### config.mk
export PLATFORM = sky130hd
export DESIGN_NAME = div_seq
export DESIGN_NICKNAME = d
export VERILOG_FILES = /design/src/rtl/div_seq.sv
export SDC_FILE = /design/constraint.sdc
export NUM_CORES = 1
export LEC_CHECK = 0
export CORE_ASPECT_RATIO = 0.9
export CORE_MARGIN = 4
export CORE_UTILIZATION = 30
export DETAILED_ROUTE_END_ITERATION = 10
export SLEW_MARGIN = 40
export SYNTH_ARGS = -nofsm -noshare
export SYNTH_HDL_FRONTEND = slang
export SYNTH_SLANG_ARGS = --single-unit
### constraint.sdc
create_clock -name clk -period 19.3 [get_ports clk]
set_input_delay 4.825 -clock clk [delete_from_list [all_inputs] [get_ports clk]]
set_output_delay 4.825 -clock clk [all_outputs]
set_load 0.005 [all_outputs]
### src/rtl/div_seq.sv
// div_seq: iterative radix-2 restoring divider for DIV/DIVU in the EX stage.
// It produces {remainder, quotient} after 32 iteration cycles and requests a
// pipeline stall while the operation is outstanding.
module div_seq #(
  parameter int unsigned WIDTH = 32
) (
  input  logic               clk,
  input  logic               rst,
  input  logic               start,
  input  logic               signed_div,
  input  logic               annul,
  input  logic [WIDTH-1:0]   opdata1,
  input  logic [WIDTH-1:0]   opdata2,
  output logic [2*WIDTH-1:0] result,
  output logic               ready,
  output logic               stall_req
);

  localparam int unsigned CW = $clog2(WIDTH);
  localparam logic [CW-1:0] LAST = CW'(WIDTH - 1);

  typedef enum logic [1:0] {
    S_IDLE     = 2'd0,
    S_DIV_ZERO = 2'd1,
    S_ON       = 2'd2,
    S_END      = 2'd3
  } state_t;

  state_t           state;
  logic [CW-1:0]    count;
  logic [WIDTH:0]   rem;        // partial remainder, one guard bit for compare/subtract
  logic [WIDTH-1:0] dvd;        // dividend shifting out, quotient bits shifting in
  logic [WIDTH-1:0] dsr;        // latched divisor magnitude
  logic             neg_q;      // quotient must be negated at the end
  logic             neg_r;      // remainder must be negated at the end

  logic [WIDTH-1:0] abs1;
  logic [WIDTH-1:0] abs2;
  logic [WIDTH:0]   rem_shift;
  logic [WIDTH:0]   rem_diff;
  logic [WIDTH:0]   rem_next;
  logic             qbit;
  logic [WIDTH-1:0] quot_next;
  logic [WIDTH-1:0] quot_fix;
  logic [WIDTH-1:0] rem_fix;

  // Stall the pipeline from the issue cycle until the result is presented.
  assign stall_req = start & ~annul & (state != S_END);

  // Operand magnitudes and one restoring-division step with final sign fixup.
  always_comb begin
    abs1      = (signed_div && opdata1[WIDTH-1]) ? (~opdata1 + WIDTH'(1)) : opdata1;
    abs2      = (signed_div && opdata2[WIDTH-1]) ? (~opdata2 + WIDTH'(1)) : opdata2;
    rem_shift = (rem << 1) | (WIDTH+1)'(dvd[WIDTH-1]);
    rem_diff  = rem_shift - {1'b0, dsr};
    qbit      = (rem_shift >= {1'b0, dsr});
    rem_next  = qbit ? rem_diff : rem_shift;
    quot_next = {dvd[WIDTH-2:0], qbit};
    quot_fix  = neg_q ? (~quot_next + WIDTH'(1)) : quot_next;
    rem_fix   = neg_r ? (~rem_next[WIDTH-1:0] + WIDTH'(1)) : rem_next[WIDTH-1:0];
  end

  // Sequencing FSM with datapath registers and registered result/ready.
  always_ff @(posedge clk or posedge rst) begin
    if (rst) begin
      state  <= S_IDLE;
      count  <= '0;
      result <= '0;
      ready  <= 1'b0;
      rem    <= '0;
      dvd    <= '0;
      dsr    <= '0;
      neg_q  <= 1'b0;
      neg_r  <= 1'b0;
    end else if (annul) begin
      state <= S_IDLE;
      ready <= 1'b0;
    end else begin
      case (state)
        S_IDLE: begin
          if (start) begin
            neg_q <= signed_div & (opdata1[WIDTH-1] ^ opdata2[WIDTH-1]);
            neg_r <= signed_div & opdata1[WIDTH-1];
            dvd   <= abs1;
            dsr   <= abs2;
            rem   <= '0;
            count <= '0;
            state <= (opdata2 == '0) ? S_DIV_ZERO : S_ON;
          end
        end
        S_DIV_ZERO: begin
          result <= '0;
          ready  <= 1'b1;
          state  <= S_END;
        end
        S_ON: begin
          rem   <= rem_next;
          dvd   <= quot_next;
          count <= count + CW'(1);
          if (count == LAST) begin
            result <= {rem_fix, quot_fix};
            ready  <= 1'b1;
            state  <= S_END;
          end
        end
        S_END: begin
          if (!start) begin
            ready <= 1'b0;
            state <= S_IDLE;
          end
        end
        default: state <= S_IDLE;
      endcase
    end
  end

endmodule

==> results by group, run 1 <==
Clocking
  – Post-cts sizing count: 0
  – Post-CTS Setup Bufs: 0
  – CTS buffer count: 17
  – Clk sinks: 170
  – CTS max path bufs: 2
  – Clock slew at reported path FFs: 70 ps
  – CTS tree: built
  – Skew-Pair Late Insertion Delay: between 400 and 500 ps
  – Hold buffers post-CTS: 0
  – H-Tree Depth: 4
  – Clk root buf: clkbuf_16

Drt
  – Vias per cell: 5.31
  – DR vias: approximately 11000
  – ANT nets after route: 0
  – DRT Wirelength: 37400 um
  – Initial DRC Count: roughly 940
  – DRC: 0
  – Pre-Repair DR Iteration Count: 6
  – DR WL/cell: 17.8 um

STA
  – Actual slew at the worst max-slew pin: a little over 800 ps
  – Hold_ws: around 480 ps
  – F_max: between 0.08 and 0.09 GHz
  – Pins Over Slew Limit: 0
  – Final period util: 57.7%
  – Min Tclk post-route: roughly 11000 ps
  – Clock skew: 11.9 ps
  – Hold Vio Cnt, Final: 0
  – Setup_tns: 0 ps
  – Count of final setup violators: 0
  – RSZ-0062 raised after global routing: no
  – Worst setup margin: 8170 ps
  – Relative slew margins: 46.4%

Cells and area
  – Leading cell type in the layout, fill and taps excluded: nand2_1
  – Most frequent cells in the layout: nand2_1 (219), o21ai_0 (176), dfrtp_1 (169)
  – Layout cells sized above 1: a little under 5%
  – Post-route insts no fill: roughly 2100
  – Finished Core Util: 36.3%
  – Final net count: 1662
  – Area grow syn2layout: 19.3%
  – Final instance area: roughly 14000 um2

GRT
  – Wire length of the first global-routing pass: a little under 60000 um
  – Vias in the first global route: 10600
  – GRT Util Overall: between 15 and 20%
  – Total gr overflow: 0
  – Initial antenna violation count: 1
  – Largest net degree at the start of global routing: 103

Synthesis
  – Flops & latches, synth: 170
  – Mapped Avg Cell Area: 8.16 um2
  – Post-synthesis cell area: roughly 12000 um2
  – Post-synth EDFFs: 0
  – Syn_nets: ~1600
  – Yosys cell types: between 70 and 80
  – Synth Flop Type: dfrtp_1
  – Seq/Total Area, Yosys: between 30% and 40%
  – Mapped Cells: 1469
  – Synth Warn #: 0
  – Async SR Flop Fraction: 100%

Die
  – Ports: between 100 and 150
  – Die height: 198 um
  – Initial Utilization: 30.4%
  – Row cnt: 69
  – Die width: 219 um
  – Core Area: 39500 um2
  – Die area: between 40000 and 50000 um2

Pwr
  – Worst vdd ir: 0.110 mV
  – Pwr Total: ~3.1 mW
  – Pwr per Cell Area: 218 nW/um2
  – Leakage power: just under 6 nW

Worst hold path
  – Hold WC Path Type: reg2reg
  – WHS Path Cells: 2
  – End of the worst hold path: result[15]
  – Min-delay src: result[15]

Critical path
  – Critical-path cell list: clkdlybuf4s50_1 > nor3b_1 > clkdlybuf4s50_1
  – Arr. time, crit path: approximately 6300 ps
  – Worst R2R Setup Slack: approximately 14000 ps
  – Critical path class: in2out
  – Crit path required time: between 10000 and 15000 ps
  – Crit-path max FO: 11
  – Levels on crit path: 3
  – Crit-path leading delay family: buffers and inverters
  – Worst setup SP type: input pin
  – Setup crit end kind: output pin
  – Critical-path cell with the highest stage delay: clkdlybuf4s50_1
  – RR Startpoint: rem[14]
  – Cell mode on critical path: clkdlybuf4s50_1
  – R2R depth: 19
  – CP peak stage delay: 640 ps
  – FF-to-FF End: result[60]
  – Critical path buffers and inverters: 2

Placement
  – Placed instance count: ~2100
  – Post-place setup slack: roughly 8000 ps
  – Post-detail-place hpwl: 28100 um
  – Placed cell areas: approximately 14000 um2
  – Input/output buffers: 134
  – Gpl congestion: about 0.92

Run status
  – Status: completed

Job
  – Max Cap Violations: 0
## per-layer routing
layer | share of wire, % | vias to the layer above | track usage (%)
li1 | - | 5404 | -
met4 | 1.4 | 0 | 4.05
met2 | 43 | 316 | 25.2
met5 | 0 | - | 0
met3 | 5.4 | 36 | 2.44
met1 | 50 | 5376 | 26.4
## worst max path at each step
stage | startpoint | endpoint | slack, ps
after floorplan | annul | stall_req | 9240
after global placement | annul | stall_req | 8130
after detailed placement | annul | stall_req | 8190
after CTS | annul | stall_req | 8170
after global routing | annul | stall_req | 8050
final | annul | stall_req | 8170
## state kept, by name, summed over array words and instances (netlist names)
signal	count
count	5
result	64
neg_r	1
dvd	32
dsr	32
neg_q	1
state	2
rem	32
ready	1
## logic make-up after synthesis
family / count (synthesis) / share of synthesized area (%)
simple gates: 488 / 19.5
compound gates: 466 / 23.7
flops: 170 / 35.5
buf+inv: 141 / 4.80
xor+xnor: 137 / 10.0
fa+ha+maj: 43 / 4.55
mux: 24 / 2.03
## where the power goes
part	total, mW	internal [mW]	switching (mW)	leakage, nW
Sequential	0.682	0.514	0.168	2.14
Clock	0.328	0.169	0.159	0.239
Combinational	2.11	0.842	1.26	3.56
Total	3.12	1.52	1.59	5.94
## cells in the mapped netlist (19+ instances only)
library cell	instances	area (um2)
nand2_1	220	826
o31ai_1	27	203
nand3_1	20	100
clkbuf_1	58	218
nor2_1	84	315
ha_1	42	526
o22ai_1	28	175
a21oi_1	106	531
xor2_1	76	666
xnor2_1	61	534
nor3_1	36	180
o21ai_0	176	881
inv_1	58	218
mux2i_1	21	210
a21o_1	19	143
dfrtp_1	170	4250
## worst min-delay path, stage by stage, from the launching register on
cell and delay (ps):
dfrtp_1 340, nand2_1 40, o21ai_0 60
## area by class of cell
cell class,count,area (um2)
diodes,1,2.50
clock buffers,20,447
clock inverters,12,93.8
fillers,4072,25100
inverters,59,236
multi-input cells,1158,7190
flip-flops and latches,170,4260
well taps,532,666
repair buffers,144,1420
(Power assumes the default switching activity.)
==> run 2: changes to the inputs <==
- clock period: 19.3 -> 9.55 ns (I/O delays scaled with it)
==> run 2 against run 1 <==
Die area unchanged. Critical path depth did not move. Clock power grew 120%. Clock skew is 4.7 ps higher. Utilization barely moved. Sequential power is 100% higher. Sequential share of layout area about the same. Sequential cell count unchanged.
==> results by group, run 2 (same netlist as run 1, synthesis figures left out) <==
STA
  – Count of final setup violators: 0
  – RSZ-0062 raised after global routing: no
  – Clock skew: between 15 and 20 ps
  – Hold Vio Cnt, Final: 0
  – Final period util: between 60% and 70%
  – Min Tclk post-route: approximately 6300 ps
  – Setup_tns: 0 ps
  – Actual slew at the worst max-slew pin: roughly 900 ps
  – Pins Over Slew Limit: 0
  – Relative slew margins: 38.3%
  – F_max: between 0.15 and 0.2 GHz
  – Hold_ws: ~480 ps

Placement
  – Post-detail-place hpwl: between 20000 and 30000 um
  – Gpl congestion: approximately 0.9
  – Input/output buffers: roughly 130

Clocking
  – CTS max path bufs: 2
  – Hold buffers post-CTS: 0
  – Clk root buf: clkbuf_16
  – Post-CTS Setup Bufs: 0
  – H-Tree Depth: 4
  – CTS buffer count: 17
  – CTS tree: built
  – Clk sinks: 170
  – Clock slew at reported path FFs: ~80 ps
  – Post-cts sizing count: 0
  – Skew-Pair Late Insertion Delay: ~450 ps

Die
  – Die area: 43200 um2
  – Core Area: about 40000 um2
  – Die width: about 220 um
  – Ports: approximately 140
  – Row cnt: 69
  – Die height: a little under 200 um
  – Initial Utilization: between 30% and 40%

Drt
  – ANT nets after route: 0
  – Vias per cell: 5.27
  – DRC: 0
  – Pre-Repair DR Iteration Count: 5
  – DR vias: ~11000
  – DRT Wirelength: between 30000 and 40000 um
  – DR WL/cell: 17.8 um
  – Initial DRC Count: approximately 1000

Critical path
  – Setup crit end kind: output pin
  – Worst setup SP type: input pin
  – Critical path buffers and inverters: 2
  – FF-to-FF End: result[60]
  – Crit path from: annul
  – Critical-path cell list: clkdlybuf4s50_1 > nor3b_1 > clkdlybuf4s50_1
  – Arr. time, crit path: around 3900 ps
  – Crit path capture: stall_req
  – RR Startpoint: rem[14]
  – CP peak stage delay: ~620 ps
  – Critical path class: in2out
  – Critical-path cell with the highest stage delay: clkdlybuf4s50_1
  – Crit path required time: 7160 ps
  – Levels on crit path: 3
  – Crit-path max FO: 11
  – Cell mode on critical path: clkdlybuf4s50_1
  – Crit-path leading delay family: buffers and inverters
  – R2R depth: 19
  – Worst R2R Setup Slack: around 4000 ps

Cells and area
  – Number of diodes: 0
  – Most frequent cells in the layout: nand2_1 (219), o21ai_0 (176), dfrtp_1 (169)
  – Layout cells sized above 1: around 5%
  – Area grow syn2layout: 19.3%
  – Leading cell type in the layout, fill and taps excluded: nand2_1
  – Final net count: roughly 1700
  – Max reg flops: 64
  – Most flop-heavy register: result

GRT
  – GRT Util Overall: around 17%
  – Initial antenna violation count: 1
  – Wire length of the first global-routing pass: just under 60000 um
  – Total gr overflow: 0
  – Vias in the first global route: approximately 10000
  – Largest net degree at the start of global routing: 94

Pwr
  – Leakage power: roughly 6.0 nW
  – Worst vdd ir: about 0.25 mV
  – Pwr per Cell Area: ~440 nW/um2

Worst hold path
  – WHS Path Cells: 2
  – Hold WC Path Type: reg2reg

Job
  – Max Cap Violations: 0

Run status
  – Status: completed
[run 2: cell count changes in the layout (fill, tap and decap cells not counted), moves of 2 or more]
cell / change
buf_4: -2
clkbuf_1: -2
clkinv_4: +5
clkinvlp_4: -6
inv_8: +2
[run 2: worst min path at each step]
stage	slack [ps]	start	endpoint
floorplan	450	count[4]	count[4]
global placement	460	count[4]	count[4]
detailed placement	470	count[4]	count[4]
CTS	490	count[4]	count[4]
global route	500	count[4]	count[4]
finish	480	count[4]	count[4]
[run 2: per-stage QoR]
step / util, % / std cells / setup slack (ps) / instance area [um2] / power (mW)
floorplan: - / 1469 / 2560 / 12000 / 4.32
global placement: 34.8 / 2061 / 3230 / 13700 / 5.51
detailed placement: 34.8 / 2061 / 3280 / 13700 / 5.59
CTS: 36.3 / 2093 / 3260 / 14300 / 6.31
global route: 36.3 / 2094 / 3180 / 14300 / 6.87
finish: 36.3 / 2094 / 3300 / 14300 / 6.34
[run 2: area by class of cell]
cell class,count,area [um2]
clock buffer,18,439
clock inverter,14,139
fill,4094,25100
inverter,59,231
multi-input combinational,1158,7170
sequential,170,4260
tap,532,666
timing repair buffer,143,1410
[run 2: metal layers]
layer | share of wire, % | track usage (%) | up-vias
met4 | 1.4 | 4.03 | 0
met5 | 0 | 0 | -
li1 | - | - | 5387
met1 | 50 | 25.7 | 5273
met3 | 5.4 | 2.61 | 37
met2 | 43 | 25.6 | 342
[run 2: tightest hold or removal path: stages (launching register included)]
cell     delay (ps)
dfrtp_1         350
nand2_1          50
nand2_1          50
[run 2: power by group]
part | switching [mW] | total [mW] | internal (mW)
clock network | 0.335 | 0.708 | 0.373
logic | 2.57 | 4.26 | 1.69
registers | 0.334 | 1.37 | 1.04
total | 3.24 | 6.34 | 3.10
==> run 3: changes to the inputs <==
- clock period: 9.55 -> 5.7 ns (I/O delays scaled with it)
==> run 3 against run 2 <==
Sequential power rose by 66%. Sequential share of layout area is 0.22 points lower. Register-to-register slack worse by 3500 ps.
==> results by group, run 3 (same netlist as run 1, synthesis figures left out) <==
Run status
  – Status: completed

GRT
  – Initial antenna violation count: 0
  – Vias in the first global route: 10700
  – Total gr overflow: 0
  – Wire length of the first global-routing pass: between 60000 and 70000 um
  – Largest net degree at the start of global routing: 90
  – GRT Util Overall: between 15 and 20%

Cells and area
  – Leading cell type in the layout, fill and taps excluded: nand2_1
  – Area grow syn2layout: 20.2%
  – Number of diodes: 0
  – Finished Core Util: between 30% and 40%
  – FILL cells: ~4000
  – Final net count: ~1700
  – Final instance area: between 10000 and 15000 um2
  – Most frequent cells in the layout: nand2_1 (219), o21ai_0 (176), dfrtp_1 (169)
  – Post-route insts no fill: ~2100
  – Max reg flops: 64
  – Layout cells sized above 1: 5.41%
  – Most flop-heavy register: result

Drt
  – DR vias: between 10000 and 15000
  – Initial DRC Count: just over 800
  – DRC: 0
  – Pre-Repair DR Iteration Count: 5
  – Vias per cell: 5.24
  – DRT Wirelength: 38900 um
  – ANT nets after route: 0
  – DR WL/cell: 18.5 um

Critical path
  – Levels on crit path: 18
  – Critical path buffers and inverters: 1
  – Critical-path cell list: ha_1 > nand4_4 > nor4_4 > o21ai_2 > a311oi_4 > or2_2 > inv_4 > mux2i_1 > ha_1 > and2_1 > o2111ai_1 > nor4_1 > a31oi_1 > or2_1 > or2_2 > o31ai_1 > xnor2_1 > o21ai_1
  – R2R depth: 18
  – CP peak stage delay: 560 ps
  – Crit-path max FO: 11
  – Crit path from: rem[14]
  – Critical path class: reg2reg
  – Crit path required time: 6000 ps
  – Worst setup SP type: flip-flop
  – Setup crit end kind: flip-flop
  – Crit-path leading delay family: simple AND/OR/NAND/NOR gates
  – RR Startpoint: rem[14]
  – Arr. time, crit path: between 5000 and 6000 ps
  – Critical-path cell with the highest stage delay: ha_1

STA
  – Setup_tns: 0 ps
  – Final period util: between 90% and 100%
  – Count of final setup violators: 0
  – RSZ-0062 raised after global routing: no
  – Pins Over Slew Limit: 0
  – Hold Vio Cnt, Final: 0
  – Worst setup margin: ~450 ps
  – Min Tclk post-route: approximately 5300 ps
  – F_max: between 0.15 and 0.2 GHz
  – Actual slew at the worst max-slew pin: 842 ps
  – Relative slew margins: 43.4%
  – Clock skew: 9.06 ps
  – Hold_ws: 478 ps

Clocking
  – Post-CTS Setup Bufs: 0
  – Post-cts sizing count: 0
  – H-Tree Depth: 4
  – CTS max path bufs: 2
  – Hold buffers post-CTS: 0
  – Clk root buf: clkbuf_16
  – CTS buffer count: 17
  – CTS tree: built
  – Skew-Pair Late Insertion Delay: about 440 ps
  – Clock slew at reported path FFs: roughly 70 ps
  – Clk sinks: 170

Job
  – Max Cap Violations: 0

Placement
  – Input/output buffers: 134
  – Post-place setup slack: 522 ps
  – Placed cell areas: between 10000 and 15000 um2
  – Placed instance count: between 2000 and 2500
  – Gpl congestion: about 0.90
  – Post-detail-place hpwl: around 30000 um

Pwr
  – Leakage power: a little over 6 nW
  – Worst vdd ir: between 0.4 and 0.5 mV
  – Pwr per Cell Area: approximately 760 nW/um2
  – Pwr Total: about 11 mW

Die
  – Initial Utilization: 30.4%
  – Ports: 135
  – Row cnt: between 60 and 70
  – Die area: ~43000 um2
  – Die width: around 220 um
  – Die height: between 150 and 200 um
  – Core Area: 39500 um2

Worst hold path
  – Hold WC Path Type: reg2reg
  – Min-delay src: result[40]
  – WHS Path Cells: 2
-- run 3: metal layers --
metal  up-vias  wire length (um)  track usage (%)
li1       5426                 -                -
met1      5198             19500             27.5
met2       348             16600             26.6
met3        38              2260             2.78
met4         0               608             4.28
met5         -                 0                0
-- run 3: worst paths after layout --
path | endpoint | slack, ps
worst max-delay path | result[60] | 450
worst min-delay path | result[40] | 480
worst max register to register | result[60] | 450
worst min register to register | result[40] | 480
max in group asynchronous | result[56] | 3420
min in group asynchronous | result[15] | 1460
-- run 3: report_power, final --
part | leakage, nW | total, mW | internal, mW | switching (mW)
combinational | 3.60 | 7.45 | 2.98 | 4.47
clock | 0.293 | 1.20 | 0.655 | 0.544
sequential | 2.14 | 2.27 | 1.74 | 0.529
-- run 3: worst reg2reg max path, stage by stage, from the launching register on --
cell and delay [ps]:
dfrtp_1 470, ha_1 560, nand4_4 170, nor4_4 330, o21ai_2 150, a311oi_4 540, or2_2 300, inv_4 50
mux2i_1 240, ha_1 270, and2_1 170, o2111ai_1 170, nor4_1 390, a31oi_1 160, or2_1 290, or2_2 330
o31ai_1 300, xnor2_1 150, o21ai_1 70
-- run 3: cell type report --
| class | count | area [um2] | area share, % |
|---|---|---|---|
| Clock inverter | 15 | 163 | 1.13 |
| Sequential cell | 170 | 4260 | 29.5 |
| Multi-Input combinational cell | 1158 | 7180 | 49.8 |
| Inverter | 59 | 228 | 1.58 |
| Tap cell | 532 | 666 | 4.62 |
| Timing Repair Buffer | 152 | 1510 | 10.5 |
| Clock buffer | 17 | 425 | 2.95 |
